$ cat src/rtl/seq_count_monitor_pkg.sv
// Shared types and default widths for the counter-stream monitor.
package seq_count_monitor_pkg;

    typedef enum logic [1:0] {
        IDLE,
        ACQ,
        LOCKED
    } mon_state_t;

    localparam int unsigned CNT_W_DFLT  = 3;
    localparam int unsigned ERR_W_DFLT  = 4;
    localparam int unsigned WRAP_W_DFLT = 8;

endpackage : seq_count_monitor_pkg

$ cat src/rtl/sat_counter.sv
// Saturating event tally with synchronous clear.
//   clk   : clock
//   reset : asynchronous active-low reset
//   clear : zero the tally next cycle (wins over inc)
//   inc   : add one unless already at the maximum
//   count : current tally
module sat_counter #(
    parameter int unsigned W = 4
) (
    input  logic         clk,
    input  logic         reset,
    input  logic         clear,
    input  logic         inc,
    output logic [W-1:0] count
);

    localparam logic [W-1:0] MAX = {W{1'b1}};
    localparam logic [W-1:0] ONE = W'(1);

    // Tally register; holds once it reaches MAX.
    always_ff @(posedge clk or negedge reset) begin
        if (!reset) begin
            count <= '0;
        end else if (clear) begin
            count <= '0;
        end else if (inc && (count != MAX)) begin
            count <= count + ONE;
        end
    end

endmodule : sat_counter

$ cat src/rtl/seq_count_3b_monitor.sv
// Checks that a valid-qualified counter stream increments by one (mod 2^CNT_W).
//   clk        : clock
//   reset      : asynchronous active-low reset
//   in_val     : sample qualifier for in_
//   in_        : observed count value
//   clear      : synchronous clear of err_count and wrap_count
//   locked     : FSM is in LOCKED
//   err        : one-cycle pulse after a mismatch accepted while locked
//   wrap       : one-cycle pulse after a matching zero accepted while locked
//   err_count  : saturating mismatch tally
//   wrap_count : saturating wrap tally
module seq_count_3b_monitor
    import seq_count_monitor_pkg::*;
#(
    parameter int unsigned CNT_W  = CNT_W_DFLT,
    parameter int unsigned LOCK_N = 2,
    parameter int unsigned ERR_W  = ERR_W_DFLT,
    parameter int unsigned WRAP_W = WRAP_W_DFLT
) (
    input  logic              clk,
    input  logic              reset,
    input  logic              in_val,
    input  logic [CNT_W-1:0]  in_,
    input  logic              clear,
    output logic              locked,
    output logic              err,
    output logic              wrap,
    output logic [ERR_W-1:0]  err_count,
    output logic [WRAP_W-1:0] wrap_count
);

    localparam logic [CNT_W-1:0] CNT_ONE   = CNT_W'(1);
    localparam logic [2:0]       MATCH_ONE = 3'(1);
    // match_cnt value at which the next match completes acquisition.
    localparam logic [2:0]       LOCK_LAST = 3'(LOCK_N - 1);

    mon_state_t       state_q, state_d;
    logic [CNT_W-1:0] expected_q, expected_d;
    logic [2:0]       match_cnt_q, match_cnt_d;
    logic             err_d, wrap_d;
    logic             hit_c;
    logic [CNT_W-1:0] next_pred_c;

    assign hit_c       = (in_ == expected_q);
    assign next_pred_c = in_ + CNT_ONE;

    // State, prediction and registered outputs.
    always_ff @(posedge clk or negedge reset) begin
        if (!reset) begin
            state_q     <= IDLE;
            expected_q  <= '0;
            match_cnt_q <= '0;
            locked      <= 1'b0;
            err         <= 1'b0;
            wrap        <= 1'b0;
        end else begin
            state_q     <= state_d;
            expected_q  <= expected_d;
            match_cnt_q <= match_cnt_d;
            locked      <= (state_d == LOCKED);
            err         <= err_d;
            wrap        <= wrap_d;
        end
    end

    // Next-state and pulse decode; nothing moves without in_val.
    always_comb begin
        state_d     = state_q;
        expected_d  = expected_q;
        match_cnt_d = match_cnt_q;
        err_d       = 1'b0;
        wrap_d      = 1'b0;
        if (in_val) begin
            // Every accepted sample reseeds the prediction.
            expected_d = next_pred_c;
            unique case (state_q)
                IDLE: begin
                    match_cnt_d = '0;
                    state_d     = ACQ;
                end
                ACQ: begin
                    if (!hit_c) begin
                        match_cnt_d = '0;
                    end else if (match_cnt_q == LOCK_LAST) begin
                        state_d = LOCKED;
                    end else begin
                        match_cnt_d = match_cnt_q + MATCH_ONE;
                    end
                end
                LOCKED: begin
                    if (hit_c) begin
                        wrap_d = (in_ == '0);
                    end else begin
                        err_d       = 1'b1;
                        match_cnt_d = '0;
                        state_d     = ACQ;
                    end
                end
                default: begin
                    state_d     = IDLE;
                    match_cnt_d = '0;
                end
            endcase
        end
    end

    // Tallies advance on the same edge that launches the matching pulse.
    sat_counter #(.W(ERR_W)) u_err_cnt (
        .clk   (clk),
        .reset (reset),
        .clear (clear),
        .inc   (err_d),
        .count (err_count)
    );

    sat_counter #(.W(WRAP_W)) u_wrap_cnt (
        .clk   (clk),
        .reset (reset),
        .clear (clear),
        .inc   (wrap_d),
        .count (wrap_count)
    );

endmodule : seq_count_3b_monitor

$ cat config.mk
export PLATFORM = sky130hd
export DESIGN_NAME = seq_count_3b_monitor
export DESIGN_NICKNAME = d
export VERILOG_FILES = /design/src/rtl/seq_count_monitor_pkg.sv /design/src/rtl/sat_counter.sv /design/src/rtl/seq_count_3b_monitor.sv
export SDC_FILE = /design/constraint.sdc
export NUM_CORES = 1
export LEC_CHECK = 0
export CAP_MARGIN = 20
export CORE_MARGIN = 2
export CORE_UTILIZATION = 55
export CTS_CLUSTER_SIZE = 24
export DETAILED_ROUTE_END_ITERATION = 8
export PLACE_DENSITY = 0.93
export SLEW_MARGIN = 10
export SYNTH_ARGS = -nofsm -noshare
export SYNTH_HDL_FRONTEND = slang
export SYNTH_SLANG_ARGS = --single-unit
$ cat constraint.sdc
create_clock -name clk -period 4.8 [get_ports clk]
set_input_delay 0.96 -clock clk [delete_from_list [all_inputs] [get_ports clk]]
set_output_delay 0.96 -clock clk [all_outputs]
set_load 0.1 [all_outputs]
# Word level (Yosys, flattened, before mapping)
# Cells that the tools add are included.
[op_classes] add_sub_neg=4 n_eq_ne=9 reduce_logical=7 mux=19
[ops] operator="8-bit two-way mux" n=2
[ops] operator="3-bit two-way mux" n=3
[ops] operator="8-bit by 1-bit adder with 8-bit output (second input constant)" n=1
[ops] operator="2-bit two-way mux" n=4
[ops] operator="4-bit two-way mux" n=2
[ops] operator="8-bit inequality test (second input constant)" n=1
[ops] operator="3-bit by 1-bit adder with 3-bit output (second input constant)" n=2
[ops] operator="1-bit two-way mux" n=6
[ops] operator="2-bit case mux with 3 select lines" n=1
[ops] operator="3-bit case mux with 2 select lines" n=1
[ops] operator="4-bit by 1-bit adder with 4-bit output (second input constant)" n=1
[ops] operator="2-bit == test (second input constant)" n=2
[ops] operator="4-bit inequality test (second input constant)" n=1
[ops] operator="2-bit nonzero test" n=2
[ops] operator="3-bit by 1-bit == test with 1-bit output (second input constant)" n=1
[ops] operator="3-bit == test" n=1
[ops] operator="3-bit logical NOT" n=1
[ops] operator="3-bit inequality test (second input constant)" n=1
[ops] operator="3-bit AND reduction" n=1
[ops] operator="2-bit by 1-bit == test with 1-bit output (second input constant)" n=1
[ops] operator="1-bit logical AND" n=2
[ops] operator="2-bit logical NOT" n=1
[ops] operator="2-bit inequality test (second input constant)" n=1
[totals] in_bits=7 reg_bits=23

# Longest topological paths before layout
# Gate-level depths: netlist of the first run.
[depth] ltp_word=7 depth_mapped=6 mapped_depth_nobuf=6

# Cells and area by module
# From an unflattened synthesis of the first run, not the netlist that was laid out.
[hier_totals] cells_unflattened=130 area_unflattened_um2=1297.5
[modules_own_cells] mod="seq_count_3b_monitor" cells_each=61 n_inst=1 area_each_um2=604.3
[modules_own_cells] mod="sat_counter at u_wrap_cnt" cells_each=49 n_inst=1 area_each_um2=464.2
[modules_own_cells] mod="sat_counter at u_err_cnt" cells_each=20 n_inst=1 area_each_um2=229.0

# Worst setup path before layout of the first run
# OpenSTA, ideal clock, no wires.
[synth_path] path_kind="input-to-reg" from="input port in_[0]" to="register u_wrap_cnt.count[7]" setup_time_ns=0.125 t_arrival_ns=2.262 path_stages=5 setup_slack_ns=2.414 n_path_buf=1 path_cell_list="xor2_1 > or3_1 > buf_2 > nor4_1 > mux2_2"
[synth_via] elab_chain_len=6
[synth_lines] element="start: declaration" line="seq_count_3b_monitor.sv:23" source="input logic [CNT_W-1:0] in_,"
[synth_lines] element="3-bit == test or 3-bit logical NOT (tied branches)" line="seq_count_3b_monitor.sv:44, seq_count_3b_monitor.sv:92"
[synth_lines] element="1-bit two-way mux *" line="seq_count_3b_monitor.sv:91" source="if (hit_c) begin"
[synth_lines] element="1-bit two-way mux *" line="seq_count_3b_monitor.sv:76" source="unique case (state_q)"
[synth_lines] element="1-bit two-way mux *" line="seq_count_3b_monitor.sv:73" source="if (in_val) begin"
[synth_lines] element="1-bit logical AND *" line="sat_counter.sv:26" source="end else if (inc && (count != MAX)) begin"
[synth_lines] element="2-bit nonzero test (no line) *"
[synth_lines] element="end signal: assignment" line="sat_counter.sv:27" source="count <= count + ONE;"
[synth_lines] element="end: declaration" line="sat_counter.sv:14" source="output logic [W-1:0] count"
# Mark *: on every way between the ends. The rest lies on a longest branch, timed or not.
# A chain may end at the register's enable or synchronous reset.

# Worst setup path in the final report of the first run
[layout_path] from="register u_wrap_cnt.count[4]" to="output port wrap_count[4]"
[layout_lines] element="end: declaration" line="seq_count_3b_monitor.sv:29" source="output logic [WRAP_W-1:0] wrap_count"
# No word-level cell between the ends.

==> metrics, run 1 <==
outcome=complete, no violations; clock share of power=24.9%; Final Wtd Congestion=0.8295; Hold Crit Class=reg2reg; VDD IR-drop max=203.0 uV; initial antenna violation count=0; Total GRT Usage=21.69%; final-report hold violation count=0; Clock Path Buffers=2; CTS tree=yes; overall power=359.0 uW; max-slew violation count=0; IO Pins=22; Initial Util=57.51%; syn_nets=140; Setup crit start kind=flip-flop; Netlist Area Pre-Place=1260 sq um; CP endpoint kind=output port; Routed Antenna Nets=0; Total Wirelength=2491 microns; Leak=0.6290 nW; grt total ovfl=0; slowest stage cell, crit path=clkdlybuf4s50_1; CTS Hold Bufs=0; syn avg cell area=9.921 sq um; Synth Warn #=0; Final HPWL DP=1906 microns; most frequent cells in the layout=dfrtp_1 (23), clkdlybuf4s50_1 (21), nor2_1 (11); Post-Place Cells=172; WHS=552.1 ps; via count=1062; sequential power share=58.2%; fin cells=177; drt drc=0; PortBufs=21; Root Driver=clkbuf_4; clock sinks=23; sequential-to-total area share from yosys stat=45.68%; Die H=51.86 microns; CP arrival=1970 ps; commonest non-fill, non-tap cell in the layout=dfrtp_1; ratio of cells with drive above 1 in the final layout=8.054%; post-CTS setup buffers=0; CTS Buf Count=3; first-pass GRT wire length=4236 microns; Setup TNS=0 ps; Max-Cap Viols=0; core area=2191 sq um; worst-margin pin slew=999.0 ps; Area Overhead vs Synth=21.15%; # setup viols final=0; Clock Skews=5.102 ps; Syn Inst Count=127; Tcrit/Tclk final=60.99%; die area=2689 sq um; clk slew on worst S/H paths=120 ps; sw power=104.5 uW; P_int=254.5 uW; minimum clock period after layout=2927 ps; combinational power share=17.0%; prevailing post-synth register cell=dfrtp_1; flops & latches, synth=23; largest net degree at the start of global routing=24; buffers plus inverters on the worst setup path=1; Sw Ratio=29.12%; Worst EP required=3840 ps; 1st-pass router iterations=5; Final Util=69.67%; diode count=0; met2 wire len=1278 microns; family with the most delay on the worst path=buffers and inverters; number of synthesized flops with an enable pin=0; wl on met1=1029 microns; asr flop ratio synth=100.0%; Pwr Density=235.2 nW/um^2; Core Rows=17; DR WL/cell=14.07 microns; highest clock rate=0.3416 GHz; nets=163; CP cell instances=clkdlybuf4s50_1; worst skew pair latency=320 ps; max_slew headroom=32.56%; post-CTS sizing=0; Via-to-Cell Ratio=6.000; CP max FO=6; Cell variety after synth=40; DRT iter0 DRCs=30; FF-to-FF setup slack=2780 ps; RSZ-0062 raised after global routing=false; vias in the first global route=931; Die X=51.86 microns; wire length on met3=132 microns; top sig layer=met4; H-Tree Depth=1; Critical Path Max Stage Delay=1180 ps; critical path class=reg2out
-- routing by layer --
metal,vias up,track usage (%)
met4,0,10.53
met2,40,36.29
met1,502,27.12
li1,515,-
met5,-,0
met3,5,3.448
-- sequential cells by signal, summed over array words and instances, names as in the netlist --
| name | count |
|---|---|
| match_cnt_q | 3 |
| wrap | 1 |
| expected_q | 3 |
| err | 1 |
| state_q | 2 |
| u_wrap_cnt.count | 8 |
| locked | 1 |
| u_err_cnt.count | 4 |
-- cell usage after synthesis, types with 2 or more instances --
cell / count / area (sq um)
nor2b_1: 6 / 37.54
a21oi_1: 6 / 30.03
o31ai_1: 2 / 15.01
ha_1: 6 / 75.07
or3_1: 3 / 18.77
or4_1: 2 / 15.01
nand2_1: 3 / 11.26
xor2_1: 4 / 35.03
inv_1: 5 / 18.77
nand2b_1: 2 / 12.51
and2_1: 3 / 18.77
buf_2: 2 / 10.01
mux2_2: 7 / 78.83
o21ai_0: 5 / 25.02
nand3_1: 8 / 40.04
a31oi_1: 3 / 18.77
dfrtp_1: 23 / 575.6
nor3_1: 5 / 25.02
nor2_1: 11 / 41.29
-- logic make-up after synthesis --
kind of cell	share of synthesized area [%]
and+or+nand+nor	21.85
muxes	7.051
adders and majority gates	5.958
DFF	45.68
AOI/OAI and AO/OA	13.11
xor gates and xnor gates	3.476
buffers and inverters	2.879
-- power by group through the flow --
stage | Clock, mW | Combinational (mW) | Sequential (mW)
global route | 0.101 | 0.0672 | 0.210
global placement | 0 | 0.0579 | 0.212
finish | 0.0893 | 0.0609 | 0.209
floorplan | 0 | 0.0319 | 0.221
CTS | 0.0926 | 0.0604 | 0.209
detailed placement | 0 | 0.0602 | 0.213
-- path summary, 6_finish.rpt --
check                                    startpoint                  end  cells after the start
worst max-delay path            u_wrap_cnt.count[4]        wrap_count[4]                      1
worst min-delay path                  expected_q[0]        expected_q[0]                      1
worst max register to register        expected_q[2]  u_wrap_cnt.count[4]                      4
worst min register to register        expected_q[0]        expected_q[0]                      1
max in group asynchronous                     reset   u_err_cnt.count[1]                      2
min in group asynchronous                     reset   u_err_cnt.count[3]                      1
-- final cells by class --
class,count,area [sq um]
clock inverters,1,5.005
flip-flops and latches,23,575.6
multi-input cells,95,648.1
clock buffers,3,22.52
inverters,5,18.77
fillers,181,664.4
repair buffers,22,221.5
well taps,28,35.03
-- through the flow --
step | setup slack (ps) | area, sq um
5_1_grt | 1799 | 1526
6_report | 1873 | 1526
3_3_place_gp | 1745 | 1488
3_5_place_dp | 1698 | 1488
2_1_floorplan | 2414 | 1260
4_1_cts | 1859 | 1515
(Power assumes the default switching activity.)
==> inputs of run 2 (changes only) <==
--- a/config.mk
+++ b/config.mk
@@ -7,10 +7,10 @@
 export LEC_CHECK = 0
 export CAP_MARGIN = 20
 export CORE_MARGIN = 2
-export CORE_UTILIZATION = 55
+export CORE_UTILIZATION = 51
 export CTS_CLUSTER_SIZE = 24
 export DETAILED_ROUTE_END_ITERATION = 8
-export PLACE_DENSITY = 0.93
+export PLACE_DENSITY = 0.88
 export SLEW_MARGIN = 10
 export SYNTH_ARGS = -nofsm -noshare
 export SYNTH_HDL_FRONTEND = slang
==> constraint.sdc (replaced) <==
create_clock -name clk -period 2.7 [get_ports clk]
set_input_delay 0.54 -clock clk [delete_from_list [all_inputs] [get_ports clk]]
set_output_delay 0.54 -clock clk [all_outputs]
set_load 0.1 [all_outputs]
==> run 2 against run 1 <==
Clock power is 78% higher. Design area is 1.1% lower. Die area is 7.2% higher. Count of clock-buffer cells in the layout is 1 higher. Flip-flop and latch count stayed put. Setup slack worse by 1500 ps. Worst hold slack worse by 14 ps. Sequential power is 78% higher. Wire length is 3.0% higher. Utilization is 7.1 points lower. Highest routed layer unchanged.
==> metrics, run 2 (synthesis results as in run 1) <==
met2 wire len=1333 microns; top sig layer=met4; Final Wtd Congestion=0.7941; Routed Antenna Nets=0; Largest regs=u_wrap_cnt.count x8, u_err_cnt.count x4; CTS Hold Bufs=0; Total GRT Usage=20.53%; CP endpoint kind=flip-flop; max-slew violation count=0; Leak=0.6690 nW; Setup TNS=0 ps; 1st-pass router iterations=4; # setup viols final=0; max_slew headroom=62.37%; Core Rows=18; CP startpoint=in_[0]; Die X=53.71 microns; first-pass GRT wire length=4291 microns; vias in the first global route=1029; grt total ovfl=0; worst reg2reg path depth=4; Biggest register=u_wrap_cnt.count; CP max FO=12; Place WS=37.91 ps; CP arrival=2530 ps; setup ws final=385.4 ps; critical path class=in2reg; Final HPWL DP=1899 microns; PortBufs=21; largest net degree at the start of global routing=24; Area Overhead vs Synth=19.76%; Via-to-Cell Ratio=5.703; Setup crit start kind=input pin; max FFs per register=8; DR WL/cell=14.10 microns; reg2reg end=u_wrap_cnt.count[7]; CTS Buf Count=3; Max-Cap Viols=0; clk slew on worst S/H paths=130 ps; fillers=202; H-Tree Depth=1; Worst EP required=2920 ps; DRT iter0 DRCs=13; Post-Place Cells=178; wire length on met3=90 microns; post-CTS setup buffers=0; drt drc=0; Critical Path Max Stage Delay=560 ps; Clock Skews=15.99 ps; via count=1038; nets=166; RSZ-0062 raised after global routing=false; wl on met1=1121 microns; fin cells=182; Initial Util=52.28%; Critical R2R Launch=expected_q[2]; initial antenna violation count=0; outcome=complete, no violations; die area=2884 sq um; worst skew pair latency=310 ps; Hold Crit Class=reg2reg; minimum clock period after layout=2315 ps; IO Pins=22; CP cell instances=clkdlybuf4s50_1 > xor2_1 > or3_1 > nor4_1 > mux2_2; Clock Path Buffers=2; final-report hold violation count=0; Die H=53.71 microns; clock sinks=23; slowest stage cell, crit path=or3_1; overall power=642.8 uW; core area=2410 sq um; post-CTS sizing=0; WHS=538.4 ps; Pwr Density=426.0 nW/um^2; Setup crit end=u_wrap_cnt.count[7]; Total Wirelength=2566 microns; ratio of cells with drive above 1 in the final layout=19.08%; VDD IR-drop max=271.4 uV; CTS tree=yes; Tcrit/Tclk final=85.72%; diode count=0; most frequent cells in the layout=dfrtp_1 (23), buf_4 (19), nor2_1 (11); worst-margin pin slew=562.0 ps; FF-to-FF setup slack=680 ps; commonest non-fill, non-tap cell in the layout=dfrtp_1; Root Driver=clkbuf_4; highest clock rate=0.4320 GHz
==> run 2: worst max-delay path, delay by kind of cell <==
kind / cells / cell delay [ps]
xor+xnor: 1 / 200
buf+inv: 1 / 450
mux: 1 / 370
simple gates: 2 / 960
==> run 2: worst min path at each step <==
stage / cells after the start / startpoint / end
after floorplan: 0 / reset / err
after global placement: 1 / expected_q[1] / expected_q[1]
after detailed placement: 1 / expected_q[1] / expected_q[1]
after CTS: 1 / expected_q[1] / expected_q[1]
after global routing: 1 / expected_q[1] / expected_q[1]
final: 1 / expected_q[1] / expected_q[1]
==> run 2: layout make-up <==
class	instances	area [sq um]	share of cell area [%]
Multi-Input combinational cell	95	648.1	42.95
Inverter	5	18.77	1.244
Sequential cell	23	575.6	38.14
Clock buffer	4	26.28	1.741
Timing Repair Buffer	25	202.7	13.43
Tap cell	30	37.54	2.488
==> run 2: stage by stage <==
step | area, sq um | utilization [%]
after detailed placement | 1483 | 61.53
after global routing | 1509 | 62.62
after CTS | 1509 | 62.62
final | 1509 | 62.62
after floorplan | 1260 | -
after global placement | 1483 | 61.53
==> run 2: layer usage <==
metal	vias to the layer above	GRT usage [%]
li1	512	-
met1	503	23.14
met2	19	39.02
met3	4	3.333
met4	0	5.983
met5	-	0
==> run 2: where the power goes <==
group,total [mW],internal (mW),switching [mW]
clock,0.159,0.0576,0.102
combinational,0.113,0.0420,0.0708
sequential,0.371,0.358,0.0131
total,0.643,0.457,0.186
==> inputs of run 3 (changes only) <==
--- a/config.mk
+++ b/config.mk
@@ -15,3 +15,4 @@
 export SYNTH_ARGS = -nofsm -noshare
 export SYNTH_HDL_FRONTEND = slang
 export SYNTH_SLANG_ARGS = --single-unit
+export TNS_END_PERCENT = 50
==> results of run 3 <==
Same layout as run 2: the final DEF is identical, and so are final timing and power.
